## config.mk

```make
export PLATFORM = sky130hd
export DESIGN_NAME = br_resolve_queue_flat
export DESIGN_NICKNAME = d
export VERILOG_FILES = /design/src/rtl/br_resolve_queue_if.sv /design/src/rtl/br_resolve_queue.sv /design/src/flat_wrapper.sv
export SDC_FILE = /design/constraint.sdc
export NUM_CORES = 1
export LEC_CHECK = 0
export CORE_UTILIZATION = 53
export DETAILED_ROUTE_END_ITERATION = 10
export PLACE_DENSITY = 0.81
export SYNTH_ARGS = -nofsm -noshare
export SYNTH_HDL_FRONTEND = slang
export SYNTH_SLANG_ARGS = --single-unit
```

## constraint.sdc

```tcl
create_clock -name CLK -period 6.1 [get_ports CLK]
set_input_delay 1.22 -clock CLK [delete_from_list [all_inputs] [get_ports CLK]]
set_output_delay 1.22 -clock CLK [all_outputs]
set_load 0.01 [all_outputs]
```

## src/rtl/br_resolve_queue_if.sv

```systemverilog
// Fetch/EX-side bundle for the branch resolve queue. When BR_STATS_EN is defined,
// the bundle also carries the statistics counters.
interface br_resolve_queue_if #(
  parameter int IDX_W = 2,
  parameter int W     = 32
);
  logic             push_en;
  logic [W-1:0]     push_pc;
  logic [IDX_W-1:0] push_index;
  logic             push_predict;
  logic [W-1:0]     push_target;
  logic             full;
  logic             empty;
  logic             res_valid;
  logic             res_taken;
  logic [W-1:0]     res_target;
  logic             squash;
  logic             upd_br;
  logic             upd_taken;
  logic [IDX_W-1:0] upd_index;
  logic [W-1:0]     upd_target;
  logic             mispredict;
  logic [W-1:0]     redirect_pc;
  logic             err;
`ifdef BR_STATS_EN
  logic [15:0]      stat_branches;
  logic [15:0]      stat_mispredicts;
`endif

  modport master (
    output push_en, push_pc, push_index, push_predict, push_target,
    output res_valid, res_taken, res_target, squash,
    input  full, empty, upd_br, upd_taken, upd_index, upd_target,
    input  mispredict, redirect_pc, err
`ifdef BR_STATS_EN
    , input stat_branches, stat_mispredicts
`endif
  );

  modport slave (
    input  push_en, push_pc, push_index, push_predict, push_target,
    input  res_valid, res_taken, res_target, squash,
    output full, empty, upd_br, upd_taken, upd_index, upd_target,
    output mispredict, redirect_pc, err
`ifdef BR_STATS_EN
    , output stat_branches, stat_mispredicts
`endif
  );
endinterface

```

## src/rtl/br_resolve_queue.sv

```systemverilog
// In-order queue of in-flight branch predictions; resolves the oldest entry at EX,
// drives the predictor update and the mispredict redirect. BR_STATS_EN adds counters.
module br_resolve_queue #(
  parameter int DEPTH = 4,
  parameter int IDX_W = 2,
  parameter int W     = 32
) (
  input logic              CLK,
  input logic              nRST,
  br_resolve_queue_if.slave bus
);
  localparam int PW = $clog2(DEPTH);
  localparam int CW = PW + 1;

  logic [W-1:0]     r_pc   [DEPTH];
  logic [IDX_W-1:0] r_idx  [DEPTH];
  logic             r_pred [DEPTH];
  logic [W-1:0]     r_tgt  [DEPTH];

  logic [PW-1:0]    r_head, r_tail;
  logic [CW-1:0]    r_count;
  logic             r_upd_br, r_upd_taken, r_mis, r_err;
  logic [IDX_W-1:0] r_upd_index;
  logic [W-1:0]     r_upd_target, r_redirect;

  logic             w_full, w_empty, w_pop, w_push, w_mis, w_err_ev;
  logic [W-1:0]     w_redirect;

  assign w_full    = (r_count == CW'(DEPTH));
  assign w_empty   = (r_count == {CW{1'b0}});
  assign bus.full  = w_full;
  assign bus.empty = w_empty;

  // Pop/push qualification, outcome evaluation and protocol-error detection
  always_comb begin
    w_pop      = 1'b0;
    w_push     = 1'b0;
    w_mis      = 1'b0;
    w_err_ev   = 1'b0;
    w_redirect = {W{1'b0}};
    if (bus.squash) begin
      w_pop  = 1'b0;
      w_push = 1'b0;
    end else begin
      w_pop = bus.res_valid && !w_empty;
      if (w_pop) begin
        case ({r_pred[r_head], bus.res_taken})
          2'b10: begin
            w_mis      = 1'b1;
            w_redirect = r_pc[r_head] + W'(4);
          end
          2'b01: begin
            w_mis      = 1'b1;
            w_redirect = bus.res_target;
          end
          2'b11: begin
            if (r_tgt[r_head] != bus.res_target) begin
              w_mis      = 1'b1;
              w_redirect = bus.res_target;
            end else begin
              w_mis      = 1'b0;
            end
          end
          default: w_mis = 1'b0;
        endcase
      end else begin
        w_mis = 1'b0;
      end
      // A mispredict discards the wrong path, including anything fetched this cycle
      w_push   = bus.push_en && (!w_full || w_pop) && !w_mis;
      w_err_ev = (bus.res_valid && w_empty) || (bus.push_en && w_full && !w_pop);
    end
  end

  // Pointer and occupancy state
  always_ff @(posedge CLK or negedge nRST) begin
    if (!nRST) begin
      r_head  <= {PW{1'b0}};
      r_tail  <= {PW{1'b0}};
      r_count <= {CW{1'b0}};
    end else if (bus.squash || w_mis) begin
      r_head  <= r_tail;
      r_count <= {CW{1'b0}};
    end else begin
      if (w_push) r_tail <= r_tail + PW'(1);
      if (w_pop)  r_head <= r_head + PW'(1);
      r_count <= r_count + CW'(w_push) - CW'(w_pop);
    end
  end

  // Entry storage; contents are only meaningful between head and tail
  always_ff @(posedge CLK) begin
    if (w_push) begin
      r_pc[r_tail]   <= bus.push_pc;
      r_idx[r_tail]  <= bus.push_index;
      r_pred[r_tail] <= bus.push_predict;
      r_tgt[r_tail]  <= bus.push_target;
    end
  end

  // Registered predictor update, redirect and sticky error
  always_ff @(posedge CLK or negedge nRST) begin
    if (!nRST) begin
      r_upd_br     <= 1'b0;
      r_upd_taken  <= 1'b0;
      r_upd_index  <= {IDX_W{1'b0}};
      r_upd_target <= {W{1'b0}};
      r_mis        <= 1'b0;
      r_redirect   <= {W{1'b0}};
      r_err        <= 1'b0;
    end else begin
      r_upd_br     <= w_pop;
      r_upd_taken  <= w_pop && bus.res_taken;
      r_upd_index  <= w_pop ? r_idx[r_head] : {IDX_W{1'b0}};
      r_upd_target <= w_pop ? bus.res_target : {W{1'b0}};
      r_mis        <= w_mis;
      r_redirect   <= w_redirect;
      r_err        <= r_err || w_err_ev;
    end
  end

  assign bus.upd_br      = r_upd_br;
  assign bus.upd_taken   = r_upd_taken;
  assign bus.upd_index   = r_upd_index;
  assign bus.upd_target  = r_upd_target;
  assign bus.mispredict  = r_mis;
  assign bus.redirect_pc = r_redirect;
  assign bus.err         = r_err;

`ifdef BR_STATS_EN
  logic [15:0] r_stat_br, r_stat_mis;

  // Saturating statistics; squash deliberately leaves them alone
  always_ff @(posedge CLK or negedge nRST) begin
    if (!nRST) begin
      r_stat_br  <= 16'h0000;
      r_stat_mis <= 16'h0000;
    end else begin
      if (w_pop && (r_stat_br != 16'hFFFF)) r_stat_br <= r_stat_br + 16'h0001;
      if (w_mis && (r_stat_mis != 16'hFFFF)) r_stat_mis <= r_stat_mis + 16'h0001;
    end
  end

  assign bus.stat_branches    = r_stat_br;
  assign bus.stat_mispredicts = r_stat_mis;
`endif
endmodule

```

## src/flat_wrapper.sv

```systemverilog
// flat-port wrapper written by rule: the top's interface ports become plain ports
module br_resolve_queue_flat 
#(
  parameter int DEPTH = 4,
  parameter int IDX_W = 2,
  parameter int W     = 32
)
  (CLK, nRST, bus_push_en, bus_push_pc, bus_push_index, bus_push_predict, bus_push_target, bus_res_valid, bus_res_taken, bus_res_target, bus_squash, bus_full, bus_empty, bus_upd_br, bus_upd_taken, bus_upd_index, bus_upd_target, bus_mispredict, bus_redirect_pc, bus_err);
  br_resolve_queue_if #(.IDX_W(IDX_W), .W(W)) bus_i ();
  input logic CLK;
  input logic nRST;
  input wire logic [$bits(bus_i.push_en)-1:0] bus_push_en;
  input wire logic [$bits(bus_i.push_pc)-1:0] bus_push_pc;
  input wire logic [$bits(bus_i.push_index)-1:0] bus_push_index;
  input wire logic [$bits(bus_i.push_predict)-1:0] bus_push_predict;
  input wire logic [$bits(bus_i.push_target)-1:0] bus_push_target;
  input wire logic [$bits(bus_i.res_valid)-1:0] bus_res_valid;
  input wire logic [$bits(bus_i.res_taken)-1:0] bus_res_taken;
  input wire logic [$bits(bus_i.res_target)-1:0] bus_res_target;
  input wire logic [$bits(bus_i.squash)-1:0] bus_squash;
  output wire logic [$bits(bus_i.full)-1:0] bus_full;
  output wire logic [$bits(bus_i.empty)-1:0] bus_empty;
  output wire logic [$bits(bus_i.upd_br)-1:0] bus_upd_br;
  output wire logic [$bits(bus_i.upd_taken)-1:0] bus_upd_taken;
  output wire logic [$bits(bus_i.upd_index)-1:0] bus_upd_index;
  output wire logic [$bits(bus_i.upd_target)-1:0] bus_upd_target;
  output wire logic [$bits(bus_i.mispredict)-1:0] bus_mispredict;
  output wire logic [$bits(bus_i.redirect_pc)-1:0] bus_redirect_pc;
  output wire logic [$bits(bus_i.err)-1:0] bus_err;
  assign bus_i.push_en = bus_push_en;
  assign bus_i.push_pc = bus_push_pc;
  assign bus_i.push_index = bus_push_index;
  assign bus_i.push_predict = bus_push_predict;
  assign bus_i.push_target = bus_push_target;
  assign bus_i.res_valid = bus_res_valid;
  assign bus_i.res_taken = bus_res_taken;
  assign bus_i.res_target = bus_res_target;
  assign bus_i.squash = bus_squash;
  assign bus_full = bus_i.full;
  assign bus_empty = bus_i.empty;
  assign bus_upd_br = bus_i.upd_br;
  assign bus_upd_taken = bus_i.upd_taken;
  assign bus_upd_index = bus_i.upd_index;
  assign bus_upd_target = bus_i.upd_target;
  assign bus_mispredict = bus_i.mispredict;
  assign bus_redirect_pc = bus_i.redirect_pc;
  assign bus_err = bus_i.err;
  br_resolve_queue #(.DEPTH(DEPTH), .IDX_W(IDX_W), .W(W)) u_core (.CLK(CLK), .nRST(nRST), .bus(bus_i));
endmodule
```

Yosys cells after proc, flatten, opt, wreduce, memory -nomap -nowiden
Memory sizes are Yosys's and may differ from the RTL's.
Cells that the tools add are included.
{"block": "word_totals", "mem_count": 4, "regBits": 77, "mem_bits_rw": 268, "elab_cells": 63, "inputBits": 105}
{"memory": "u_core.r_pc", "depth": 4, "width": 32, "read_ports": 1, "rd_clocked_by_memory_dff": 0, "write_ports": 1, "line": "br_resolve_queue.sv:15", "rtl": "logic [W-1:0] r_pc [DEPTH];"}
{"memory": "u_core.r_tgt", "depth": 4, "width": 32, "read_ports": 1, "rd_clocked_by_memory_dff": 0, "write_ports": 1, "line": "br_resolve_queue.sv:18", "rtl": "logic [W-1:0] r_tgt [DEPTH];"}
{"memory": "u_core.r_idx", "depth": 4, "width": 2, "read_ports": 1, "rd_clocked_by_memory_dff": 0, "write_ports": 1, "line": "br_resolve_queue.sv:16", "rtl": "logic [IDX_W-1:0] r_idx [DEPTH];"}
{"memory": "u_core.r_pred", "depth": 4, "width": 1, "read_ports": 1, "rd_clocked_by_memory_dff": 0, "write_ports": 1, "line": "br_resolve_queue.sv:17", "rtl": "logic r_pred [DEPTH];"}
{"block": "op_classes", "addsub": 5, "n_eq_ne": 5, "reduce_logical": 19, "n_mux": 19, "bitwise_logic": 1}
{"operator": "$mux 32", "n": 4}
{"operator": "$pmux 32 s3", "n": 1}
{"operator": "$add 32x3->32 const B", "n": 1}
{"operator": "$ne 32x32->1", "n": 1}
{"operator": "$mux 1", "n": 9}
{"operator": "$logic_and 1x1->1", "n": 7}
{"operator": "$mux 2", "n": 3}
{"operator": "$add 2x1->2 const B", "n": 2}
{"operator": "$eq 2x2->1 const B", "n": 2}
{"operator": "$logic_not 1->1", "n": 4}
{"operator": "$logic_or 1x1->1", "n": 4}
{"operator": "$add 3x1->3", "n": 1}
{"operator": "$eq 3x3->1 const B", "n": 1}
{"operator": "$logic_not 3->1", "n": 1}
{"operator": "$mux 3", "n": 1}
{"operator": "$sub 3x1->3", "n": 1}
{"operator": "$eq 2x1->1 const B", "n": 1}
{"operator": "$pmux 1 s2", "n": 1}
{"operator": "$reduce_and 2->1", "n": 1}
{"operator": "$reduce_bool 2->1", "n": 1}
{"operator": "$reduce_or 2->1", "n": 1}
{"operator": "$not 1->1", "n": 1}

Logic depth before layout (Yosys ltp)
Gate-level depths: netlist of run 1.
An unclocked memory read counts as a cell.
{"block": "depth", "ltp_word": 12, "depth_mapped": 16}

Worst setup path before layout of run 1
OpenSTA, ideal clock, no wires.
{"block": "synth_path", "path_kind": "register to register", "startpoint": "reg u_core.r_head[0]", "endpoint": "mem u_core.r_idx[0][0], enable pin", "path_slack_ns": 1.040, "path_stages_with_launch": 12, "arrival_time_ns": 4.628, "cell_sequence": "dfrtp_1 -> buf_6 -> buf_12 -> buf_12 -> buf_4 -> buf_1 -> mux4_2 -> inv_1 -> ha_1 -> a21o_1 -> a2111oi_4 -> and2_1"}
{"block": "synth_via", "elab_chain_cells": 11}
{"item": "from (decl)", "line": "br_resolve_queue.sv:20", "rtl": "logic [PW-1:0] r_head, r_tail;"}
{"item": "from (signal assigned)", "line": "br_resolve_queue.sv:78", "rtl": "r_head <= {PW{1'b0}};"}
{"item": "from (signal assigned)", "line": "br_resolve_queue.sv:82", "rtl": "r_head <= r_tail;"}
{"item": "from (signal assigned)", "line": "br_resolve_queue.sv:86", "rtl": "if (w_pop) r_head <= r_head + PW'(1);"}
{"item": "$mem_v2 4x32 / $mem_v2 4x1 (equally long branches)"}
{"item": "$ne 32x32->1, or another cell as far along", "line": "br_resolve_queue.sv:57", "rtl": "if (r_tgt[r_head] != bus.res_target) begin"}
{"item": "$mux 1 / $reduce_or 2->1 (equally long branches)"}
{"item": "$pmux 1 s2 (*)", "line": "br_resolve_queue.sv:47", "rtl": "case ({r_pred[r_head], bus.res_taken})"}
{"item": "$mux 1 (*)", "line": "br_resolve_queue.sv:46", "rtl": "if (w_pop) begin"}
{"item": "$mux 1 (*)", "line": "br_resolve_queue.sv:41", "rtl": "if (bus.squash) begin"}
{"item": "$logic_not 1->1 (*)", "line": "br_resolve_queue.sv:70", "rtl": "w_push = bus.push_en && (!w_full || w_pop) && !w_mis;"}
{"item": "$logic_and 1x1->1 (*)", "line": "br_resolve_queue.sv:70"}
{"item": "$mux 1 (*)", "line": "br_resolve_queue.sv:41"}
{"item": "$mux 1 (*)", "line": "br_resolve_queue.sv:93", "rtl": "if (w_push) begin"}
{"item": "$mux 1 (implied by the code) (*)", "line": "br_resolve_queue.sv:95", "rtl": "r_idx[r_tail] <= bus.push_index;"}
{"item": "to (decl)", "line": "br_resolve_queue.sv:16"}
Every way passes the cells marked *; elsewhere a longest branch is shown, timed or not. The select of a mux whose other input is x is not followed.

Worst setup path in the final report of run 1
{"block": "layout_path", "startpoint": "reg u_core.r_head[0]", "endpoint": "mem u_core.r_pc[0][14], enable pin"}
{"block": "layout_via", "elab_chain_cells": 11}
{"item": "$mem_v2 4x32 / $mem_v2 4x1 (equally long branches)"}
{"item": "$ne 32x32->1, or another cell as far along", "line": "br_resolve_queue.sv:57"}
{"item": "$mux 1 / $reduce_or 2->1 (equally long branches)"}
{"item": "$pmux 1 s2 (*)", "line": "br_resolve_queue.sv:47"}
{"item": "$mux 1 (*)", "line": "br_resolve_queue.sv:46"}
{"item": "$mux 1 (*)", "line": "br_resolve_queue.sv:41"}
{"item": "$logic_not 1->1 (*)", "line": "br_resolve_queue.sv:70"}
{"item": "$logic_and 1x1->1 (*)", "line": "br_resolve_queue.sv:70"}
{"item": "$mux 1 (*)", "line": "br_resolve_queue.sv:41"}
{"item": "$mux 1 (*)", "line": "br_resolve_queue.sv:93"}
{"item": "$mux 1 (implied by the code) (*)", "line": "br_resolve_queue.sv:94", "rtl": "r_pc[r_tail] <= bus.push_pc;"}
{"item": "to (decl)", "line": "br_resolve_queue.sv:15"}
Marks and branches as above.

==> metrics.md, run 1 <==
| Metric | Value |
|---|---|
| Critical path arrival | 4790 ps |
| Placer Congestion | 0.876 |
| Horiz. Die Dim | 163 um |
| ANT cells | 0 |
| Synth async-reset ratio | 22.3% |
| Power Total | 6.93 mW |
| Clk pwr share | 29.4% |
| Post-synth EDFFs | 268 |
| Max clock buf depth | 3 |
| Design area | 17,000 um^2 |
| Reg2Reg Setup Slack | 1480 ps |
| Cell taking the most area after synthesis | edfxtp_1 |
| Sw Pwr | 2.00 mW |
| Internal Pwr Total | 4.93 mW |
| Sequential share of power | 43.5% |
| Outcome | finished clean |
| DP HPWL | 20.7 mm |
| Top cell type's share of synthesized area | 58.4% |
| Sw Share | 28.9% |
| Worst-path maximum fanout | 52 |
| Gr usage total | 23.9% |
| Synthesis Warnings | 0 |
| Most used DFF post-synth | edfxtp_1 |
| Crit. path cell count | 8 |
| DR DRC count | 0 |
| Worst Skew | 16.5 ps |
| Placed cell count | 1,232 |
| Setup TNS Final | 0 ps |
| Crit Reg-Reg Endpoint | u_core.r_pc[0][14]$_DFFE_PP_ |
| Pwr per Cell Area | 409 nW/um^2 |
| Max transition margin | 18.6% |
| DR vias/cell | 5.77 |
| Via Count | 7,462 |
| Die area | 26,600 um^2 |
| Largest net degree at the start of global routing | 78 |
| CTS Hold Bufs | 0 |
| Port Buf Inserts | 176 |
| Met1 usage | 32.1% |
| Placement Setup Slack | 1470 ps |
| WL final | 31.0 mm |
| CTS resizes | 0 |
| CTS tree | done |
| GRT overflow | 0 |
| Met2 global-route usage | 38.0% |
| Max_cap viols | 0 |
| Final min period | 4620 ps |
| Dpl cell area | 15,900 um^2 |
| Clk slew on worst S/H paths | 60 ps |
| Part of the cycle the worst path needs | 75.7% |
| Antenna violations before repair | 0 |
| Clk_lat worst skew | 520 ps |
| Synth unique cells | 46 |
| Post-Syn Area per Cell | 18.4 um^2 |
| Syn-to-layout area delta | 23.2% |
| CP max stage delay | 960 ps |
| Mapped Area | 13,800 um^2 |
| Setup Viol. Count Final | 0 |
| Kind of cell adding the most delay to the critical path | simple AND/OR/NAND/NOR gates |
| Most common cell in the netlist | edfxtp_1 |
| IO Pins | 177 |
| Drt initial violations | 899 |
| Post-route ant nets | 0 |
| Num rows | 58 |
| H-tree levels | 2 |
| Core Region | 25,300 um^2 |
| First-pass GRT wire length | 45.5 mm |
| Synth Register Bits | 345 |
| CP Data Required Time | 6270 ps |
| First drt pass iteration count | 5 |
| Peak supply drop | 0.284 mV |
| Nets | 1,056 |
| Hold/Removal Path Class | flop to flop |
| Cells along the critical path | mux4_1 > xnor2_1 > nand4_1 > nor4_2 > a21oi_2 > a2111oi_4 > and2_2 > buf_12 |
| Pleak | 5.89 nW |
| Worst R2R Start | u_core.r_head[0]$_DFFE_PN0P_ |
| Worst Hold Depth | 1 |
| Cells after synthesis | 749 |
| Setup crit end kind | flop |
| Type of origin of the critical path | flop |
| Worst R2R Path Depth | 8 |
| Setup crit end | u_core.r_pc[0][14]$_DFFE_PP_ |
| Buf/Inv on CP | 1 |
| Vias in the first global route | 7,545 |
| Most frequent cells after synthesis | edfxtp_1 (268), dfrtp_1 (77), xnor2_1 (55) |
| Gr busiest metal | met2 |
| Worst Max-Slew Pin Slew | 1210 ps |
| Total CTS buffers | 35 |
| Layout Cells excl Fill | 1,293 |
| Met3 usage | 6.32% |
| Top cells by area, synth | edfxtp_1 (58%), dfrtp_1 (14%), mux4_2 (8.7%) |
| Root buf cell | clkbuf_16 |
| Die H | 163 um |
| Critical Path Start | u_core.r_head[0]$_DFFE_PN0P_ |
| Setup bufs post-CTS | 0 |
| Post-synthesis sequential area ratio | 72.4% |
| Syn_nets | 866 |
| Fraction of layout cells with a size suffix above 1 | 13.6% |
| Crit-path slowest cell | dfrtp_4 |
| Wire length per cell | 24.0 um |
| Unrepaired setup endpoints after global routing | no |
| Slew Limit Fails | 0 |
| Power share of the combinational group | 27.1% |
| Crit Path Class | flop to flop |
| Final Worst Setup Slack | 1480 ps |
| Clock sink count | 345 |
| Final Hold Fails | 0 |
| Initial core utilization | 54.4% |
| Highest clock rate | 216 MHz |
cells in the final DEF (no fill, tap or decap), drive strengths merged, types with 2 or more instances in the layout:
| master | count |
|---|---|
| a21oi | 33 |
| nand4 | 19 |
| nand2b | 5 |
| edfxtp | 268 |
| inv | 12 |
| dfrtp | 77 |
| o211ai | 2 |
| and2 | 42 |
| clkinvlp | 2 |
| and3 | 5 |
| nor4 | 4 |
| o21ai | 32 |
| nor2 | 8 |
| ha | 11 |
| nor3 | 5 |
| and4 | 3 |
| xor2 | 7 |
| xnor2 | 55 |
| nand3 | 9 |
| clkdlybuf4s50 | 175 |
| nand2 | 39 |
| buf | 11 |
| mux4 | 67 |
| clkinv | 3 |
| clkbuf | 54 |
| nor4b | 2 |
metrics by stage:
| step | util [%] | hold slack (ps) |
|---|---|---|
| after floorplan | - | 513 |
| after global placement | 62.6 | 493 |
| after detailed placement | 62.6 | 498 |
| after CTS | 67.0 | 514 |
| after global routing | 67.0 | 515 |
| final | 67.0 | 509 |
how the worst min path moves through the flow:
stage	start	end	slack [ps]
after CTS	u_core.bus.err$_DFF_PN0_	u_core.bus.err$_DFF_PN0_	510
after global placement	u_core.bus.err$_DFF_PN0_	u_core.bus.err$_DFF_PN0_	490
after floorplan	u_core.bus.err$_DFF_PN0_	u_core.bus.err$_DFF_PN0_	510
after detailed placement	u_core.bus.err$_DFF_PN0_	u_core.bus.err$_DFF_PN0_	500
final	u_core.bus.err$_DFF_PN0_	u_core.bus.err$_DFF_PN0_	510
after global routing	u_core.bus.err$_DFF_PN0_	u_core.bus.err$_DFF_PN0_	520
cell families after synthesis:
group	count (synthesis)	synth area share, %
flip-flops	345	72.4
buffers and inverters	43	1.92
AO/OA/AOI/OAI	74	3.03
XOR/XNOR	62	3.94
adder cells (fa/ha/maj)	12	1.14
multiplexers	68	11.4
AND/OR/NAND/NOR	145	6.08
registers in the layout, indices dropped and copies added, names as in the netlist:
register                flops
u_core.r_pc               128
u_core.r_tgt              128
u_core.bus.redirect_pc     32
u_core.bus.upd_target      32
u_core.r_idx                8
u_core.r_pred               4
u_core.r_count              3
u_core.bus.upd_index        2
u_core.r_head               2
u_core.r_tail               2
u_core.bus.err              1
u_core.bus.mispredict       1
u_core.bus.upd_br           1
u_core.bus.upd_taken        1
power by group through the flow:
stage | combinational (mW) | sequential, mW | clock [mW]
CTS | 1.88 | 3.02 | 2.07
global route | 2.00 | 3.05 | 2.16
detailed placement | 1.86 | 3.07 | 0
global placement | 1.85 | 3.05 | 0
finish | 1.88 | 3.02 | 2.04
floorplan | 1.40 | 2.96 | 0
layout make-up:
class                      count  area [um^2]
tap                          330          413
clock buffer                  54         1060
inverter                      10         37.5
fill                        1627         8360
sequential                   345         9980
multi-input combinational    361         3540
clock inverter                 7         45.0
timing repair buffer         186         1880
routing by layer:
metal | routed length, um | vias to the layer above
li1 | - | 3285
met1 | 12100 | 3729
met2 | 15100 | 387
met3 | 2980 | 61
met4 | 836 | 0
met5 | 0 | -
No activity file was read; power rests on OpenSTA's default activity.
==> run 2: changes to the inputs <==
Settings changed: CORE_UTILIZATION 53 to 50, PLACE_DENSITY 0.81 to 0.8.
Clock period 6.1 ns to 3.74 ns, I/O delays scaled along.
==> metrics.md, run 2 (same netlist as run 1, synthesis figures left out) <==
| Metric | Value |
|---|---|
| Commonest non-fill, non-tap cell in the layout | edfxtp_1 |
| Most frequent cells in the layout | edfxtp_1 (268), clkdlybuf4s50_1 (175), dfrtp_1 (75), xnor2_1 (55) |
| Placer Congestion | 0.893 (+2.0%) |
| Clk slew on worst S/H paths | 60 ps (about the same) |
| Layout Cells excl Fill | 1,358 (+5.0%) |
| Fraction of layout cells with a size suffix above 1 | 18.7% (+5.1 points) |
| Post-route ant nets | 0 (unchanged) |
| First drt pass iteration count | 7 (+2) |
| CP Data Required Time | 3930 ps (-2340 ps) |
| CP max stage delay | 560 ps (-400 ps) |
| Wire length per cell | 24.6 um (+2.4%) |
| Power share of the combinational group | 30.1% (+3.0 points) |
| Worst Skew | 21.4 ps (+4.93 ps) |
| Setup bufs post-CTS | 0 (unchanged) |
| Pwr per Cell Area | 674 nW/um^2 (+65%) |
| Worst R2R Start | u_core.r_head[0]$_DFFE_PN0P_ |
| Sequential share of power | 40.4% (-3.1 points) |
| Power Total | 11.8 mW (+70%) |
| Pleak | 6.19 nW (+5.2%) |
| Largest net degree at the start of global routing | 67 (-14%) |
| Max clock buf depth | 3 (unchanged) |
| Via Count | 7,970 (+6.8%) |
| H-tree levels | 2 (unchanged) |
| Highest clock rate | 279 MHz (+29%) |
| Critical path arrival | 3770 ps (-1020 ps) |
| Horiz. Die Dim | 168 um (+2.9%) |
| Syn-to-layout area delta | 27.3% |
| DR DRC count | 0 (unchanged) |
| Cells along the critical path | buf_4 > mux4_2 > xnor2_1 > nand4_1 > nor4_2 > a21oi_2 > a2111oi_4 > buf_4 > and2_4 > buf_12 |
| Final Hold Fails | 0 (unchanged) |
| Root buf cell | clkbuf_16 |
| ANT cells | 0 (unchanged) |
| Clk pwr share | 29.5% (about the same) |
| Hold/Removal Path Class | input pin to async pin |
| Type of origin of the critical path | flop |
| Top cell by count, worst path | buf_4 |
| Drt initial violations | 919 (+2.2%) |
| Die area | 28,200 um^2 (+5.9%) |
| Nets | 1,109 (+5.0%) |
| Vias in the first global route | 8,102 (+7.4%) |
| Core Region | 27,000 um^2 (+6.4%) |
| WL final | 33.3 mm (+7.5%) |
| Total CTS buffers | 34 (-2.9%) |
| Crit Path Class | flop to flop |
| Outcome | finished clean |
| Setup TNS Final | 0 ps (unchanged) |
| Setup Viol. Count Final | 0 (unchanged) |
| Unrepaired setup endpoints after global routing | no |
| Sw Share | 29.0% (+0.057 points) |
| Largest regs | u_core.r_pc (128), u_core.r_tgt (128) |
| Peak supply drop | 0.311 mV (+9.8%) |
| Num rows | 60 (+3.4%) |
| Port Buf Inserts | 176 (unchanged) |
| Worst Max-Slew Pin Slew | 870 ps (-343 ps) |
| First-pass GRT wire length | 49.3 mm (+8.5%) |
| CTS tree | done |
| CTS resizes | 0 (unchanged) |
| Initial core utilization | 51.1% (-3.3 points) |
| Die H | 168 um (+2.9%) |
| IO Pins | 177 (unchanged) |
| Part of the cycle the worst path needs | 95.8% (+20 points) |
| Antenna violations before repair | 1 (+1) |
| Internal Pwr Total | 8.39 mW (+70%) |
| GRT overflow | 0 (unchanged) |
| Max_cap viols | 0 (unchanged) |
| Crit-path slowest cell | dfrtp_4 |
| DR vias/cell | 5.87 (+1.7%) |
| Slew Limit Fails | 0 (unchanged) |
| Final min period | 3580 ps (-1040 ps) |
| Setup crit end kind | flop |
| CTS Hold Bufs | 0 (unchanged) |
| Clock sink count | 345 (unchanged) |
| Placed cell count | 1,294 (+5.0%) |
| Clk_lat worst skew | 510 ps (about the same) |
| Max transition margin | 42.0% (+23 points) |
| Gr usage total | 24.1% (+0.20 points) |
| Critical Path Start | u_core.r_head[0]$_DFFE_PN0P_ |
| Worst-path maximum fanout | 32 (-38%) |
| DP HPWL | 22.7 mm (+9.4%) |
| Sw Pwr | 3.42 mW (+71%) |
-- run 2: changes by cell type in the layout (fill, tap and decap cells not counted), sizes merged --
cell,delta
buf,+54
clkbuf,-11
inv,-1
clkinvlp,+4
bufinv,+4
clkinv,+4
-- run 2: power groups by stage --
| stage | Sequential (mW) | Clock, mW | Combinational [mW] |
|---|---|---|---|
| final | 4.77 | 3.49 | 3.55 |
| after global routing | 4.80 | 3.67 | 3.78 |
| after CTS | 4.78 | 3.54 | 3.51 |
| after detailed placement | 4.86 | 0 | 3.46 |
| after global placement | 4.84 | 0 | 3.40 |
| after floorplan | 4.80 | 0 | 2.30 |
-- run 2: path summary, 6_finish.rpt --
path                                                        end  slack, ps  depth (start not counted)
max reg2reg                       u_core.r_tgt[2][31]$_DFFE_PP_        160                         10
max in group asynchronous    u_core.bus.upd_target[6]$_DFF_PN0_       2640                          2
min                        u_core.bus.redirect_pc[24]$_DFF_PN0_        340                          1
min in group CLK                       u_core.bus.err$_DFF_PN0_        500                          1
min reg2reg                            u_core.bus.err$_DFF_PN0_        500                          1
max                               u_core.r_tgt[2][31]$_DFFE_PP_        160                         10
-- run 2: through the flow --
step           utilization, %  instance area (um^2)  setup slack, ps  hold slack (ps)
2_1_floorplan               -                 13800             53.1              452
5_1_grt                  65.1                 17500             24.9              397
6_report                 65.1                 17500              158              337
3_5_place_dp             60.7                 16400              139              485
4_1_cts                  65.0                 17500              119              384
3_3_place_gp             60.7                 16400              204              481
-- run 2: final cells by class --
cell class	count	area [um^2]
clock inverter	18	206
tap	341	427
inverter	10	37.5
timing repair buffer	240	2390
sequential	345	9980
clock buffer	43	945
fill	1738	9420
multi-input combinational	361	3550
-- run 2: critical path, delay by kind of cell, from the launching register on --
kind / cells / cell delay (ps)
buf+inv: 3 / 660
simple gates: 3 / 720
xor+xnor: 1 / 260
compound gates: 2 / 490
mux: 1 / 550
flops: 1 / 560
-- run 2: metal layers --
layer	share of wire [%]	global-route usage, %	up-vias
met5	0.042	0	-
met1	39	32.9	4050
met3	9.8	5.71	70
li1	-	-	3389
met2	48	38.8	459
met4	2.8	7.70	2
==> run 3: changes to the inputs <==
Settings changed: SETUP_SLACK_MARGIN set to 0.5.
==> metrics.md, run 3 (same netlist as run 1, synthesis figures left out) <==
| Metric | Value |
|---|---|
| DP HPWL | 22.3 mm (-1.7%) |
| CP Data Required Time | 3990 ps (+60 ps) |
| Clock sink count | 345 (unchanged) |
| Die H | 168 um (unchanged) |
| Num rows | 60 (unchanged) |
| Outcome | finished clean |
| Hold/Removal Path Class | input pin to async pin |
| Max clock buf depth | 3 (unchanged) |
| Placement Setup Slack | 54.0 ps (-84.6 ps) |
| Horiz. Die Dim | 168 um (unchanged) |
| First-pass GRT wire length | 51.7 mm (+4.7%) |
| Fraction of layout cells with a size suffix above 1 | 27.7% (+9.1 points) |
| Worst Max-Slew Pin Slew | 1270 ps (+401 ps) |
| Largest net degree at the start of global routing | 78 (+16%) |
| Wire length per cell | 27.1 um (+10%) |
| Unrepaired setup endpoints after global routing | yes |
| Die area | 28,200 um^2 (unchanged) |
| GRT overflow | 0 (unchanged) |
| Power Total | 13.0 mW (+10%) |
| Crit Path Class | flop to flop |
| Part of the cycle the worst path needs | 98.2% (+2.4 points) |
| Antenna violations before repair | 0 (-1) |
| Design area | 18,800 um^2 (+7.3%) |
| Syn-to-layout area delta | 36.6% |
| Placer Congestion | 0.849 (-4.9%) |
| Setup TNS Final | 0 ps (unchanged) |
| ANT cells | 0 (unchanged) |
| Final Hold Fails | 0 (unchanged) |
| Core Util, Final | 69.8% (+4.7 points) |
| Worst R2R Path Depth | 13 (+3) |
| H-tree levels | 2 (unchanged) |
| Filler cells | 1,524 (-12%) |
| Core Region | 27,000 um^2 (unchanged) |
| CTS tree | done |
| First drt pass iteration count | 5 (-2) |
| Total CTS buffers | 35 (+2.9%) |
| Placed cell count | 1,288 (-0.46%) |
| Final Worst Setup Slack | 67.4 ps (-90.2 ps) |
| Worst-path maximum fanout | 6 (-81%) |
| Initial core utilization | 51.1% (unchanged) |
| Max_cap viols | 0 (unchanged) |
| Commonest non-fill, non-tap cell in the layout | edfxtp_1 |
| Top Metal Used | met4 |
| Type of origin of the critical path | flop |
| Largest regs | u_core.r_pc (128), u_core.r_tgt (128) |
| Most frequent cells in the layout | edfxtp_1 (268), clkdlybuf4s50_1 (175), dfrtp_1 (75), buf_4 (71), mux4_2 (61) |
| Setup Viol. Count Final | 0 (unchanged) |
| Setup crit end kind | flop |
| Final min period | 3670 ps (+90.2 ps) |
| Drt initial violations | 1,019 (+11%) |
| Gr usage total | 25.4% (+1.3 points) |
| WL met3 | 3.84 mm (+18%) |
| Min Hold Slack | 395 ps (+57.9 ps) |
| Dpl cell area | 16,400 um^2 (+0.11%) |
| Nets | 1,175 (+6.0%) |
| Critical path arrival | 3920 ps (+150 ps) |
| Peak supply drop | 0.398 mV (+28%) |
| Port Buf Inserts | 176 (unchanged) |
| Vias in the first global route | 8,444 (+4.2%) |
| Worst Skew | 20.9 ps (-0.573 ps) |
| DR DRC count | 0 (unchanged) |
| Pleak | 6.77 nW (+9.4%) |
| Met1 WL | 13.9 mm (+6.2%) |
| Pwr per Cell Area | 691 nW/um^2 (+2.6%) |
| IO Pins | 177 (unchanged) |
| Slew Limit Fails | 0 (unchanged) |
| Via Count | 8,522 (+6.9%) |
| DR vias/cell | 5.98 (+1.8%) |
| Worst R2R Start | u_core.r_head[0]$_DFFE_PN0P_ |
| Highest clock rate | 272 MHz (-2.5%) |
| Clk_lat worst skew | 530 ps (+20 ps) |
| Post-route ant nets | 0 (unchanged) |
| Root buf cell | clkbuf_16 |
| Layout Cells excl Fill | 1,426 (+5.0%) |
| Clk slew on worst S/H paths | 60 ps (about the same) |
| Crit Reg-Reg Endpoint | u_core.r_pc[1][14]$_DFFE_PP_ |
| Reg2Reg Setup Slack | 70 ps (-90 ps) |
| WL final | 38.6 mm (+16%) |
| Metal2 WL | 19.4 mm (+21%) |
| Max transition margin | 15.3% (-27 points) |
-- run 3: cell types whose count changed in the layout (fill, tap and decap cells not counted), moves of 12 or more --
cell and change:
buf_4 +18, o21ai_0 -26, buf_6 +17, o21ai_1 +13, xnor2_1 -12
-- run 3: cell type report --
class | count | area (um^2) | area share (%)
timing repair buffer | 305 | 3400 | 18.1
sequential | 345 | 9980 | 53.1
clock buffer | 44 | 930 | 4.94
tap | 341 | 427 | 2.27
clock inverter | 20 | 250 | 1.33
multi-input combinational | 361 | 3780 | 20.1
inverter | 10 | 37.5 | 0.200
-- run 3: timing repair --
action	4_1_cts	5_1_grt
resized for setup	41	80
pin swaps	13	16
setup endpoints to repair	276	299
buffers inserted	32	25
gates cloned	7	10
hold buffers	0	0
-- run 3: worst max path at each step --
| stage | from | depth (start not counted) | end |
|---|---|---|---|
| after floorplan | u_core.r_head[0]$_DFFE_PN0P_ | 13 | u_core.r_idx[2][0]$_DFFE_PP_ |
| after global placement | bus_res_target[12] | 10 | u_core.r_pc[3][14]$_DFFE_PP_ |
| after detailed placement | u_core.r_head[0]$_DFFE_PN0P_ | 10 | u_core.r_tgt[3][2]$_DFFE_PP_ |
| after CTS | u_core.r_head[0]$_DFFE_PN0P_ | 14 | u_core.r_tgt[3][26]$_DFFE_PP_ |
| after global routing | u_core.r_head[0]$_DFFE_PN0P_ | 13 | u_core.r_tgt[1][19]$_DFFE_PP_ |
| final | u_core.r_head[0]$_DFFE_PN0P_ | 13 | u_core.r_pc[1][14]$_DFFE_PP_ |
-- run 3: per-layer routing --
metal  GRT usage (%)  up-vias
li1                -     3538
met1            32.9     4284
met2            41.4      599
met3            6.51      101
met4            9.85        0
met5               0        -
-- run 3: power breakdown --
group	switching, mW	total, mW	internal [mW]
logic	2.29	4.63	2.34
clock network	1.47	3.60	2.13
registers	0.161	4.77	4.61
-- run 3: worst max-delay path: stages (launching register included) --
cell       delay, ps
dfrtp_4          540
buf_12           160
buf_6            130
mux4_2           490
xnor2_1          290
nand4_1          210
nor4_4           410
a21oi_4          120
a2111oi_4        220
buf_4            190
buf_4            110
and2_4           180
buf_12           160
clkbuf_16        170
